===== config.mk =====
export PLATFORM = sky130hd
export DESIGN_NAME = pipeline_elastic_flat
export DESIGN_NICKNAME = d
export VERILOG_FILES = /design/src/rtl/pipeline_elastic_if.sv /design/src/rtl/pipeline_elastic.sv /design/src/flat_wrapper.sv
export SDC_FILE = /design/constraint.sdc
export NUM_CORES = 1
export LEC_CHECK = 0
export CAP_MARGIN = 10
export CORE_ASPECT_RATIO = 1.2
export CORE_MARGIN = 1.5
export CORE_UTILIZATION = 40
export DETAILED_ROUTE_END_ITERATION = 7
export PLACE_DENSITY = 0.71
export SYNTH_ARGS = -nofsm -noshare
export SYNTH_HDL_FRONTEND = slang
export SYNTH_SLANG_ARGS = --single-unit

===== constraint.sdc =====
create_clock -name clk_i -period 4.1 [get_ports clk_i]
set_input_delay 1.23 -clock clk_i [delete_from_list [all_inputs] [get_ports clk_i]]
set_output_delay 1.23 -clock clk_i [all_outputs]
set_load 0.01 [all_outputs]

===== src/rtl/pipeline_elastic_if.sv =====
// Handshake bundle for pipeline_elastic: upstream valid/ready, downstream
// valid/ready and the occupancy count. The slave modport is the pipeline's
// view; the master modport is the surrounding producer/consumer view.
interface pipeline_elastic_if #(
    parameter int DATAWIDTH = 32,
    parameter int DEPTH     = 2
);
    localparam int CW = $clog2(DEPTH + 3);

    logic [DATAWIDTH-1:0] data_in_i;
    logic                 data_in_valid_i;
    logic                 data_in_ready_o;
    logic [DATAWIDTH-1:0] data_out_o;
    logic                 data_out_valid_o;
    logic                 data_out_ready_i;
    logic [CW-1:0]        count_o;

    modport slave (
        input  data_in_i,
        input  data_in_valid_i,
        output data_in_ready_o,
        output data_out_o,
        output data_out_valid_o,
        input  data_out_ready_i,
        output count_o
    );

    modport master (
        output data_in_i,
        output data_in_valid_i,
        input  data_in_ready_o,
        input  data_out_o,
        input  data_out_valid_o,
        output data_out_ready_i,
        input  count_o
    );
endinterface


===== src/rtl/pipeline_elastic.sv =====
// pipeline_elastic: DEPTH chained valid/ready register stages with bubble
// collapsing, synchronous clear and an occupancy count.
// Optional macro PIPELINE_ELASTIC_SKID_EN puts a 2-entry skid buffer in front
// of stage 0 so that data_in_ready_o comes straight from a flop.
module pipeline_elastic #(
    parameter int DATAWIDTH = 32,
    parameter int DEPTH     = 2
) (
    input  logic              clk_i,
    input  logic              arst_ni,
    input  logic              clear_i,
    pipeline_elastic_if.slave bus
);
    localparam int CW = $clog2(DEPTH + 3);

    if (DEPTH < 1) begin : g_depth_check
        $error("pipeline_elastic: DEPTH must be at least 1");
    end

    logic [DEPTH-1:0][DATAWIDTH-1:0] data_q, data_d;
    logic [DEPTH-1:0]                valid_q, valid_d;
    logic [DEPTH-1:0]                rdy;
    logic [DEPTH-1:0][DATAWIDTH-1:0] stage_src_data;
    logic [DEPTH-1:0]                stage_src_valid;
    logic [CW-1:0]                   count_q, count_d;
    logic [CW-1:0]                   extra_cnt;
    logic                            src_valid;
    logic [DATAWIDTH-1:0]            src_data;
    logic                            in_fire;

`ifdef PIPELINE_ELASTIC_SKID_EN
    logic [1:0][DATAWIDTH-1:0] skid_data_q, skid_data_d;
    logic [1:0]                skid_cnt_q, skid_cnt_d;
    logic                      in_ready_q, in_ready_d;

    // Input side sees only the registered "skid not full" flag; a word offered
    // during clear is dropped rather than stored.
    assign bus.data_in_ready_o = in_ready_q;
    assign in_fire             = bus.data_in_valid_i & in_ready_q & ~clear_i;
    assign src_valid           = (skid_cnt_q != 2'd0);
    assign src_data            = skid_data_q[0];
    assign extra_cnt           = CW'(skid_cnt_d);

    // Skid FIFO next state: entry 0 is the head; pop into stage 0 and push from input may coincide
    always_comb begin
        skid_data_d = skid_data_q;
        skid_cnt_d  = skid_cnt_q;
        if (clear_i) begin
            skid_cnt_d = 2'd0;
        end else begin
            if (src_valid && rdy[0]) begin
                skid_data_d[0] = skid_data_q[1];
                skid_cnt_d     = skid_cnt_q - 2'd1;
            end
            if (in_fire) begin
                // in_ready_q guarantees fewer than two entries remain after the pop
                skid_data_d[skid_cnt_d[0]] = bus.data_in_i;
                skid_cnt_d                 = skid_cnt_d + 2'd1;
            end
        end
        in_ready_d = (skid_cnt_d != 2'd2);
    end

    // Skid registers and the registered input-ready flag
    always_ff @(posedge clk_i) begin
        if (!arst_ni) begin
            skid_data_q <= '0;
            skid_cnt_q  <= 2'd0;
            in_ready_q  <= 1'b0;
        end else begin
            skid_data_q <= skid_data_d;
            skid_cnt_q  <= skid_cnt_d;
            in_ready_q  <= in_ready_d;
        end
    end
`else
    assign bus.data_in_ready_o = rdy[0] & arst_ni & ~clear_i;
    assign in_fire             = bus.data_in_valid_i & bus.data_in_ready_o;
    assign src_valid           = in_fire;
    assign src_data            = bus.data_in_i;
    assign extra_cnt           = '0;
`endif

    // Stage k may load when it or any stage after it is empty, or the output drains
    always_comb begin
        logic acc;
        acc = bus.data_out_ready_i;
        rdy = '0;
        for (int k = DEPTH - 1; k >= 0; k--) begin
            acc    = acc | ~valid_q[k];
            rdy[k] = acc;
        end
    end

    // Source of each stage: stage 0 from the input (or skid head), others from the previous stage
    always_comb begin
        stage_src_valid    = '0;
        stage_src_data     = '0;
        stage_src_valid[0] = src_valid;
        stage_src_data[0]  = src_data;
        for (int k = 1; k < DEPTH; k++) begin
            stage_src_valid[k] = valid_q[k-1];
            stage_src_data[k]  = data_q[k-1];
        end
    end

    // Stage next state; clear drops all valids but leaves data registers alone
    always_comb begin
        data_d  = data_q;
        valid_d = valid_q;
        if (clear_i) begin
            valid_d = '0;
        end else begin
            for (int k = 0; k < DEPTH; k++) begin
                if (rdy[k]) begin
                    valid_d[k] = stage_src_valid[k];
                    if (stage_src_valid[k]) begin
                        data_d[k] = stage_src_data[k];
                    end
                end
            end
        end
    end

    // Occupancy after this edge: valid stages plus skid entries
    always_comb begin
        count_d = extra_cnt;
        for (int k = 0; k < DEPTH; k++) begin
            count_d = count_d + CW'(valid_d[k]);
        end
    end

    // Stage and count registers
    always_ff @(posedge clk_i) begin
        if (!arst_ni) begin
            data_q  <= '0;
            valid_q <= '0;
            count_q <= '0;
        end else begin
            data_q  <= data_d;
            valid_q <= valid_d;
            count_q <= count_d;
        end
    end

    assign bus.data_out_o       = data_q[DEPTH-1];
    assign bus.data_out_valid_o = valid_q[DEPTH-1];
    assign bus.count_o          = count_q;
endmodule


===== src/flat_wrapper.sv =====
// flat-port wrapper written by rule: the top's interface ports become plain ports
module pipeline_elastic_flat 
#(
    parameter int DATAWIDTH = 32,
    parameter int DEPTH     = 2
)
  (clk_i, arst_ni, clear_i, bus_data_in_i, bus_data_in_valid_i, bus_data_in_ready_o, bus_data_out_o, bus_data_out_valid_o, bus_data_out_ready_i, bus_count_o);
  pipeline_elastic_if #(.DATAWIDTH(DATAWIDTH), .DEPTH(DEPTH)) bus_i ();
  input  logic clk_i;
  input  logic arst_ni;
  input  logic clear_i;
  input wire logic [$bits(bus_i.data_in_i)-1:0] bus_data_in_i;
  input wire logic [$bits(bus_i.data_in_valid_i)-1:0] bus_data_in_valid_i;
  output wire logic [$bits(bus_i.data_in_ready_o)-1:0] bus_data_in_ready_o;
  output wire logic [$bits(bus_i.data_out_o)-1:0] bus_data_out_o;
  output wire logic [$bits(bus_i.data_out_valid_o)-1:0] bus_data_out_valid_o;
  input wire logic [$bits(bus_i.data_out_ready_i)-1:0] bus_data_out_ready_i;
  output wire logic [$bits(bus_i.count_o)-1:0] bus_count_o;
  assign bus_i.data_in_i = bus_data_in_i;
  assign bus_i.data_in_valid_i = bus_data_in_valid_i;
  assign bus_data_in_ready_o = bus_i.data_in_ready_o;
  assign bus_data_out_o = bus_i.data_out_o;
  assign bus_data_out_valid_o = bus_i.data_out_valid_o;
  assign bus_i.data_out_ready_i = bus_data_out_ready_i;
  assign bus_count_o = bus_i.count_o;
  pipeline_elastic #(.DATAWIDTH(DATAWIDTH), .DEPTH(DEPTH)) u_core (.clk_i(clk_i), .arst_ni(arst_ni), .clear_i(clear_i), .bus(bus_i));
endmodule

Yosys cells after proc, flatten, opt, wreduce, memory -nomap -nowiden
Cells that the tools add are included.
{"block": "totals", "in_bits": 37, "word_cells": 18, "ff_bits": 69, "mem_bits_ro": 0, "n_memories": 0, "mem_bits_rw": 0, "latch_bits": 0, "output_inout_bits": 37}
{"block": "classes", "shift": 0, "mux": 3, "magnitude_cmp": 0, "multipliers": 0, "div": 0, "add_sub_neg": 1, "n_eq_ne": 0, "n_reduce_logical": 2, "bitwise_logic": 8}
{"cell": "$reduce_and 3->1", "count": 2}
{"cell": "$and 1x1->1", "count": 3}
{"cell": "$not 1->1", "count": 3}
{"cell": "$add 1x1->2", "count": 1}
{"cell": "$mux 1", "count": 2}
{"cell": "$mux 2", "count": 1}
{"cell": "$or 1x1->1", "count": 2}

Longest topological paths before layout
Gate-level depths: netlist of the first run.
{"block": "logic_depth", "word_depth": 9, "ltp_mapped": 7, "depth_no_buf": 5}

Least setup slack after synthesis of the first run
OpenSTA, ideal clock, no wires.
{"block": "synth_path", "kind": "input to output", "startpoint": "in bus_data_out_ready_i", "endpoint": "out bus_data_in_ready_o", "stages": 3, "slack_ns": 1.014, "arrival_ns": 1.856, "n_path_buf": 1, "t_required_ns": 2.870, "path_cell_list": "and2b_1 clkbuf_1 a21oi_1"}
{"block": "synth_via", "elab_chain_cells": 4}
{"element": "start: declaration", "line_no": "flat_wrapper.sv:17", "rtl": "input wire logic [$bits(bus_i.data_out_ready_i)-1:0] bus_data_out_ready_i;"}
{"element": "$or 1x1->1 (2 in series)", "line_no": "pipeline_elastic.sv:90", "rtl": "acc = acc | ~valid_q[k];"}
{"element": "$and 1x1->1 (2 in series)", "line_no": "pipeline_elastic.sv:77", "rtl": "assign bus.data_in_ready_o = rdy[0] & arst_ni & ~clear_i;"}
{"element": "end: declaration", "line_no": "flat_wrapper.sv:14", "rtl": "output wire logic [$bits(bus_i.data_in_ready_o)-1:0] bus_data_in_ready_o;"}
Every way passes these cells.

Worst setup path in the final report of the first run
Same ends and word-level chain as after synthesis.

==> results of run 1 <==
cell usage in the layout (no fill, tap or decap), types with 2 or more instances in the layout:
cell	count
clkdlybuf4s50_1	71
dfxtp_1	68
nand3_1	64
o21ai_0	34
nand2_1	32
o21ai_2	30
a21boi_1	18
a21boi_0	14
clkbuf_8	11
buf_4	9
a21oi_1	4
nand2b_1	3
and2_1	3
inv_1	2
routing by layer:
layer  track usage, %  vias up  wire (um)  share of wire [%]
met2             27.8       84       3290                 49
met3             6.36        4        482                7.2
met1             23.7     1104       2880                 43
met5                0        -          0                  0
met4             6.13        0         66               0.98
li1                 -     1196          -                  -
cell families (layout without fill, tap and decap cells):
family | after synthesis | count (layout)
AO/OA/AOI/OAI | 100 | 100
buffers and inverters | 66 | 97
AND/OR/NAND/NOR | 108 | 108
other | 1 | 1
flip-flops | 68 | 68
adder cells (fa/ha/maj) | 1 | 1
synthesized netlist by cell type:
| library cell | count | share of area [%] |
|---|---|---|
| nand2b_1 | 3 | 0.63 |
| nand2_1 | 32 | 4.0 |
| and2_1 | 3 | 0.63 |
| a21oi_1 | 4 | 0.67 |
| buf_2 | 8 | 1.3 |
| buf_4 | 33 | 8.3 |
| and2_4 | 1 | 0.29 |
| nor2_1 | 1 | 0.12 |
| buf_6 | 4 | 1.5 |
| o21ai_0 | 34 | 5.7 |
| clkbuf_1 | 19 | 2.4 |
| and3b_1 | 1 | 0.29 |
| a21boi_1 | 18 | 4.5 |
| nand3_1 | 64 | 11 |
| inv_1 | 2 | 0.25 |
| ha_1 | 1 | 0.42 |
| dfxtp_1 | 68 | 45 |
| nor2b_1 | 1 | 0.21 |
| nand3b_1 | 1 | 0.25 |
| and2b_1 | 1 | 0.25 |
| conb_1 | 1 | 0.12 |
| a21boi_0 | 14 | 3.5 |
| o21ai_2 | 30 | 8.7 |
cell type report:
class | instances | area [sq um] | area share (%)
Sequential cell | 68 | 1360 | 36.9
Timing Repair Buffer | 81 | 783 | 21.2
Clock buffer | 12 | 155 | 4.21
Inverter | 2 | 7.51 | 0.204
Tap cell | 90 | 113 | 3.05
Multi-Input combinational cell | 210 | 1230 | 33.4
Clock inverter | 2 | 35.0 | 0.950
power groups by stage:
stage | sequential (mW) | combinational, mW | clock, mW
3_5_place_dp | 0.706 | 0.110 | 0
6_report | 0.691 | 0.109 | 0.538
2_1_floorplan | 0.703 | 0.0612 | 0
4_1_cts | 0.691 | 0.110 | 0.555
3_3_place_gp | 0.705 | 0.108 | 0
5_1_grt | 0.693 | 0.119 | 0.586
registers in the layout (all words and copies together) (netlist names):
register	flops
u_core.bus.count_o	2
u_core.bus.data_out_o	32
u_core.valid_q	2
u_core.data_q	32
through the flow:
step | power, mW | std cells | hold slack, ps
after floorplan | 0.765 | 344 | 436
after global placement | 0.814 | 451 | 446
after detailed placement | 0.815 | 451 | 451
after CTS | 1.36 | 465 | 462
after global routing | 1.40 | 465 | 474
final | 1.34 | 465 | 462
path summary, 6_finish.rpt:
kind                                 startpoint                               end  slack (ps)  depth (start not counted)
setup / recovery           bus_data_out_ready_i               bus_data_in_ready_o         190                          4
hold / removal    u_core.data_q[5]$_SDFFE_PN0P_     u_core.data_q[5]$_SDFFE_PN0P_         460                          2
setup reg to reg   u_core.valid_q[1]$_SDFF_PN0_  u_core.bus.count_o[0]$_SDFF_PN0_        2550                          4
hold reg to reg   u_core.data_q[5]$_SDFFE_PN0P_     u_core.data_q[5]$_SDFFE_PN0P_         460                          2
worst reg2reg max path, stage by stage (launching register included):
cell      delay [ps]
dfxtp_1          360
nand2b_1         350
a21oi_1          320
ha_1             260
and2_1           160
==> results list, run 1 <==
* Share of total power consumed by net switching: 21.8%
- Slowest CP cell: clkdlybuf4s50_1
- Once layout is done, the placed cells without fillers occupy 3690 sq um.
* Max Cap Violations: 0
* Seq cells post-synth: 68
- The die covers 8040 sq um.
* Iteration-0 DRC count of the detailed router: 171
- Measured on the finished design, the core utilization comes to 50.7%.
- Across all setup checks in the final design, the least slack found is 187 ps.
- The critical path goes through clkdlybuf4s50_1 > and2b_1 > a21oi_1 > clkdlybuf4s50_1.
- Sequential area share after synthesis: 45.3%
- Fraction of the mapped netlist area in simple logic gates: 17.3%
- Overall fraction of global-route tracks in use: 18.2%
- The clock drives 68 sinks.
- Largest net degree at the start of global routing: 69
- Number of buffers inserted by hold repair at cts: 0
- In the final timing run, aggregate negative setup slack is 0 ps.
* TritonCTS clock tree: built
- Summing the areas of all xor and xnor instances in the mapped netlist gives 0% of the synthesized area.
- Comb power frac: 8.2%
- After Yosys synthesis, full adders, half adders and majority gates account for 0.417% of the synthesized area.
- Kind of capture point of the worst setup path: output port
* Cells after synthesis: 344
* Sum of net half-perimeters after detailed placement: 4330 um
* Skew final: 8.57 ps
- From synthesis to final layout, the design area changed by 22.8%.
* Psw: 292 uW
* Average vias per placed instance: 5.14
- When the netlist entered floorplanning its net count stood at 382.
- The floorplan step set the die height to 97.9 um.
- Static timing analysis puts the maximum clock frequency at 256 MHz.
- The total area inside the core boundary comes to 7270 sq um.
- Clock share of power: 40.2%
* Part of the total power dissipated in sequential elements: 51.6%
* Setup Crit Path Kind: in -> out
- Share of cell area taken by muxes after synthesis: 0%
- In this run the number of H-tree levels came out at 3.
- Overflow left after global routing: 0
- Once the floorplan was initialized, standard cells occupied 41.3% of the core.
- For this run, the slowest stage of the critical path takes 590 ps.
- DRT Wirelength: 6720 um
- Netlist area before placement: 3000 sq um
- Worst-case clock buffer depth: 2
- Average wire per cell in the routed design: 14.5 um
- For the worst-skew pair, the clock arrives at the later sink with an insertion delay of 330 ps.
* Number of library cell types mapped by synthesis: 23
- The total count of max-transition violations in the final report is 0.
* Global placer's final weighted congestion: 0.766
* Post-CTS Resized: 0
* Clock root buffer: clkbuf_8
- Worst slack, placed: 209 ps
* Crit share post-route: 95.4%
- Number of input and output port buffers inserted: 72
* IO Count: 74
- 0 antenna diodes ended up in the layout.
- Required arrival time at the worst endpoint: 2870 ps
- Min cycle time layout: 3910 ps
- Total number of vias: 2388
- For the pin with the worst max-slew slack, the measured transition is 611 ps.
* Layout cells sized above 1: 14.7%
- Crit Path Max Fanout: 3
- Once the clock tree was built, the setup fixing pass inserted 0 buffers.
- The Yosys step of the flow raised 0 warnings.
* Family of cells with the greatest summed delay on the critical path: buffers and inverters
* Peak supply drop: 0.000241 V
* Via count of the first global-routing pass: 2316
- Antenna violations before repair: 0
- Power per cell area: 363 nW/um^2
- Critical path launch point type: input port
- Setup repair after global routing left no endpoint under its margin.
* Clock slew seen by the registers of the worst setup and hold paths: 70 ps
- The number of hold-slack violations in the final timing report is 0.
* Internal power: 1.05 mW
- Measured along the x axis, the die boundary spans 82.1 um.
- Critical path buffers and inverters: 2
- At the worst endpoint, the arrival time is 2680 ps.
* DRC: 0
- Placed standard-cell area: 3500 sq um
- Length of the first detailed-routing pass in iterations: 4
- Counting the fill cells in the layout gives 701.
* Total CTS buffers: 9
- The flow ran to the end, and the final reports show no timing, DRC or antenna violations.
- Once detail routing completed, the nets flagged for antenna violations numbered 0.
- Area fraction in compound gates after synthesis: 23.1%
* Row count: 34
- Among the stages of the critical path, the cell type that occurs most often is clkdlybuf4s50_1.
* Final-stage net count: 410
* Total of endpoints with negative setup slack in the final report: 0
- Measured against its own limit, the worst slew margin works out to 59.3%.
- Global-route wire length before repair: 11100 um
* Combinational family with the most area after synthesis: compound AO/OA/AOI/OAI gates
- The path class of the tightest hold or removal check is reg -> reg.
- The analysis attributes to cell leakage a power of 1.28 nW.
* Mean instance size in the synthesized netlist: 8.73 sq um
Power figures use the tool's default switching activity.
==> run 2: changes to the inputs <==
--- a/config.mk
+++ b/config.mk
@@ -10,7 +10,9 @@
 export CORE_MARGIN = 1.5
 export CORE_UTILIZATION = 40
 export DETAILED_ROUTE_END_ITERATION = 7
+export HOLD_SLACK_MARGIN = 0.06
 export PLACE_DENSITY = 0.71
+export RECOVER_POWER = 25
 export SYNTH_ARGS = -nofsm -noshare
 export SYNTH_HDL_FRONTEND = slang
 export SYNTH_SLANG_ARGS = --single-unit
==> constraint.sdc (replaced) <==
create_clock -name clk_i -period 4.1 [get_ports clk_i]
set_input_delay 0.82 -clock clk_i [delete_from_list [all_inputs] [get_ports clk_i]]
set_output_delay 0.82 -clock clk_i [all_outputs]
set_load 0.01 [all_outputs]
==> results list, run 2 (synthesis results as in run 1) <==
- The worst hold path begins at u_core.data_q[25]$_SDFFE_PN0P_.
- Peak supply drop: 0.000173 V (-28%)
- Type of the most critical hold path: reg -> reg
- Length of the first detailed-routing pass in iterations: 5 (+1)
* Total number of vias: 2396 (+0.34%)
- Total CTS buffers: 9 (unchanged)
- Clock slew seen by the registers of the worst setup and hold paths: 60 ps (about the same)
- Overall fraction of global-route tracks in use: 17.8% (-0.41 points)
- Outcome: finished with violations
- The minimum clock period after layout is 3180 ps (-738 ps).
- The number of max-cap violations was 1 (+1).
- Average wire per cell in the routed design: 14.4 um (-0.71%)
- The setup slack of the worst register-to-register path came to 2090 ps (-460 ps).
* Number of buffers inserted by hold repair at cts: 0 (unchanged)
* Filler instances: 734 (+4.7%)
- The worst endpoint required time is 3280 ps (+410 ps).
- Die outline area: 8040 sq um (unchanged)
* DRC: 0 (unchanged)
* Violated checks: capacitance limit, slew limit
* Row count: 34 (unchanged)
* Floorplan Core Area: 7270 sq um (unchanged)
- Kind of capture point of the worst setup path: output port
- Die Ht: 97.9 um (unchanged)
- Diode insertion count for antenna repair: 0 (unchanged)
- The total of endpoints with negative setup slack in the final report is 0 (unchanged).
- The hold-critical path depth was 2 (unchanged).
- Number of hold violations in the final report: 0 (unchanged)
- Via count of the first global-routing pass: 2254 (-2.7%)
* RSZ-0062 raised after global routing: false
- Largest net degree at the start of global routing: 69 (unchanged)
- Walking the worst path, the cells encountered are dlygate4sd3_1 > and2b_1 > a21oi_1 > clkdlybuf4s50_1.
- The total buffers and inverters traversed by the critical path came to 2 (unchanged).
- The floorplan die width came to 82.1 um (unchanged).
* Critical path launch point type: input port
* Power per cell area: 365 nW/um^2 (+0.66%)
- RR Startpoint: u_core.valid_q[0]$_SDFF_PN0_
* Final-stage net count: 407 (-0.73%)
- Slowest CP cell: clkdlybuf4s50_1
* Static leakage power: 1.35 nW (+5.3%)
- Post-CTS Resized: 0 (unchanged)
* Worst slew margin: -0.287% (-60 points)
- Skew final: 9.62 ps (+1.05 ps)
* Slew at the pin with the worst max-slew slack: 1500 ps (+893 ps)
* End of the worst hold path: u_core.data_q[25]$_SDFFE_PN0P_
* Cell count after placement: 448 (-0.67%)
- Most common cell after layout, fill and taps aside: dfxtp_1
- Setup Crit Path Kind: in -> out
- The count of non-filler cells in the finished layout was 462 (-0.65%).
- The total count of max-transition violations in the final report came to 33 (+33).
* Crit share post-route: 77.4% (-18 points)
* Global placer's final weighted congestion: 0.728 (-4.9%)
- Relative to the synthesized area, the layout overhead comes to 21.9%.
- The level count of the clock H-tree is 3 (unchanged).
- The initial antenna violation count is 0 (unchanged).
- Number of input and output port buffers inserted: 72 (unchanged)
- The critical path data arrival time was 2360 ps (-320 ps).
* Crit Path Max Fanout: 3 (unchanged)
- The number of I/O pins is 74 (unchanged).
- Global-route wire length before repair: 11000 um (-1.4%)
- Upper clock frequency limit: 315 MHz (+23%)
* Average vias per placed instance: 5.19 (+0.99%)
- The remaining number of nets flagged by the antenna check after routing was 0 (unchanged).
- The endpoint identified for the worst register-to-register timing path is u_core.data_q[2]$_SDFFE_PN0P_.
* Clock root buffer: clkbuf_8
- Worst-case clock buffer depth: 2 (unchanged)
- The sum of negative setup slack is 0 ps (unchanged).
* Starting density of the core: 41.3% (unchanged)
* Family of cells with the greatest summed delay on the critical path: buffers and inverters
- In the layout the commonest cells are dfxtp_1, nand3_1, clkdlybuf4s50_1.
- The total clock sinks came to 68 (unchanged).
- Post-CTS setup repair buffer count: 0 (unchanged)
- The clock latency reported for the late side of the worst-skew pair was 340 ps (about the same).
- Iteration-0 DRC count of the detailed router: 148 (-13%)
* Longest individual stage delay on the worst path: 570 ps (-20 ps)
- The total wire length came to 6630 um (-1.4%).
- The leftover overflow at the end of global routing is 0 (unchanged).
- TritonCTS clock tree: built
- Layout cells sized above 1: 13.7% (-0.96 points)
* Sum of net half-perimeters after detailed placement: 4240 um (-2.1%)
* Cell count of the worst reg-to-reg path: 4 (unchanged)
## run 2: changes by cell type in the layout (fill, tap and decap cells not counted)
cell,delta
buf_4,-4
clkbuf_1,+1
clkdlybuf4s50_1,-25
dlygate4sd3_1,+25
## run 2: metal layers
layer	up-vias	global-route usage, %	wire (um)
met3	8	4.95	392
met2	67	27.0	3200
met4	0	7.95	86
met1	1125	23.2	2950
met5	-	0	0
li1	1196	-	-
## run 2: metrics by stage
stage / util [%] / setup slack (ps) / hold WS [ps] / area [sq um] / power [mW]
floorplan: - / 1830 / 436 / 3000 / 0.765
global placement: 47.8 / 990 / 446 / 3470 / 0.812
detailed placement: 47.8 / 983 / 448 / 3470 / 0.814
CTS: 50.4 / 968 / 461 / 3660 / 1.35
global route: 50.3 / 854 / 469 / 3660 / 1.39
finish: 50.3 / 925 / 458 / 3660 / 1.34
## run 2: worst max path at each step
stage | start | to | slack [ps] | depth (start not counted)
2_1_floorplan | bus_data_out_ready_i | bus_data_in_ready_o | 1830 | 3
3_3_place_gp | clear_i | bus_data_in_ready_o | 990 | 4
3_5_place_dp | clear_i | bus_data_in_ready_o | 980 | 4
4_1_cts | clear_i | bus_data_in_ready_o | 970 | 4
5_1_grt | bus_data_out_ready_i | bus_data_in_ready_o | 850 | 4
6_report | bus_data_out_ready_i | bus_data_in_ready_o | 920 | 4
## run 2: tightest hold or removal path, delay by kind of cell, from the launching register on
family,cells,cell delay [ps]
simple gates,1,70
flops,1,310
compound gates,1,40
## run 2: where the power goes
part | switching (mW) | internal (mW)
logic | 0.0503 | 0.0563
registers | 0.0101 | 0.681
clock network | 0.233 | 0.307
## run 2: cell type report
cell class | instances | area, sq um | share of cell area [%]
repair buffers | 78 | 757 | 20.7
clock inverters | 2 | 35.0 | 0.957
clock buffers | 12 | 155 | 4.24
flip-flops and latches | 68 | 1360 | 37.2
inverters | 2 | 7.51 | 0.205
multi-input cells | 210 | 1230 | 33.7
well taps | 90 | 113 | 3.08
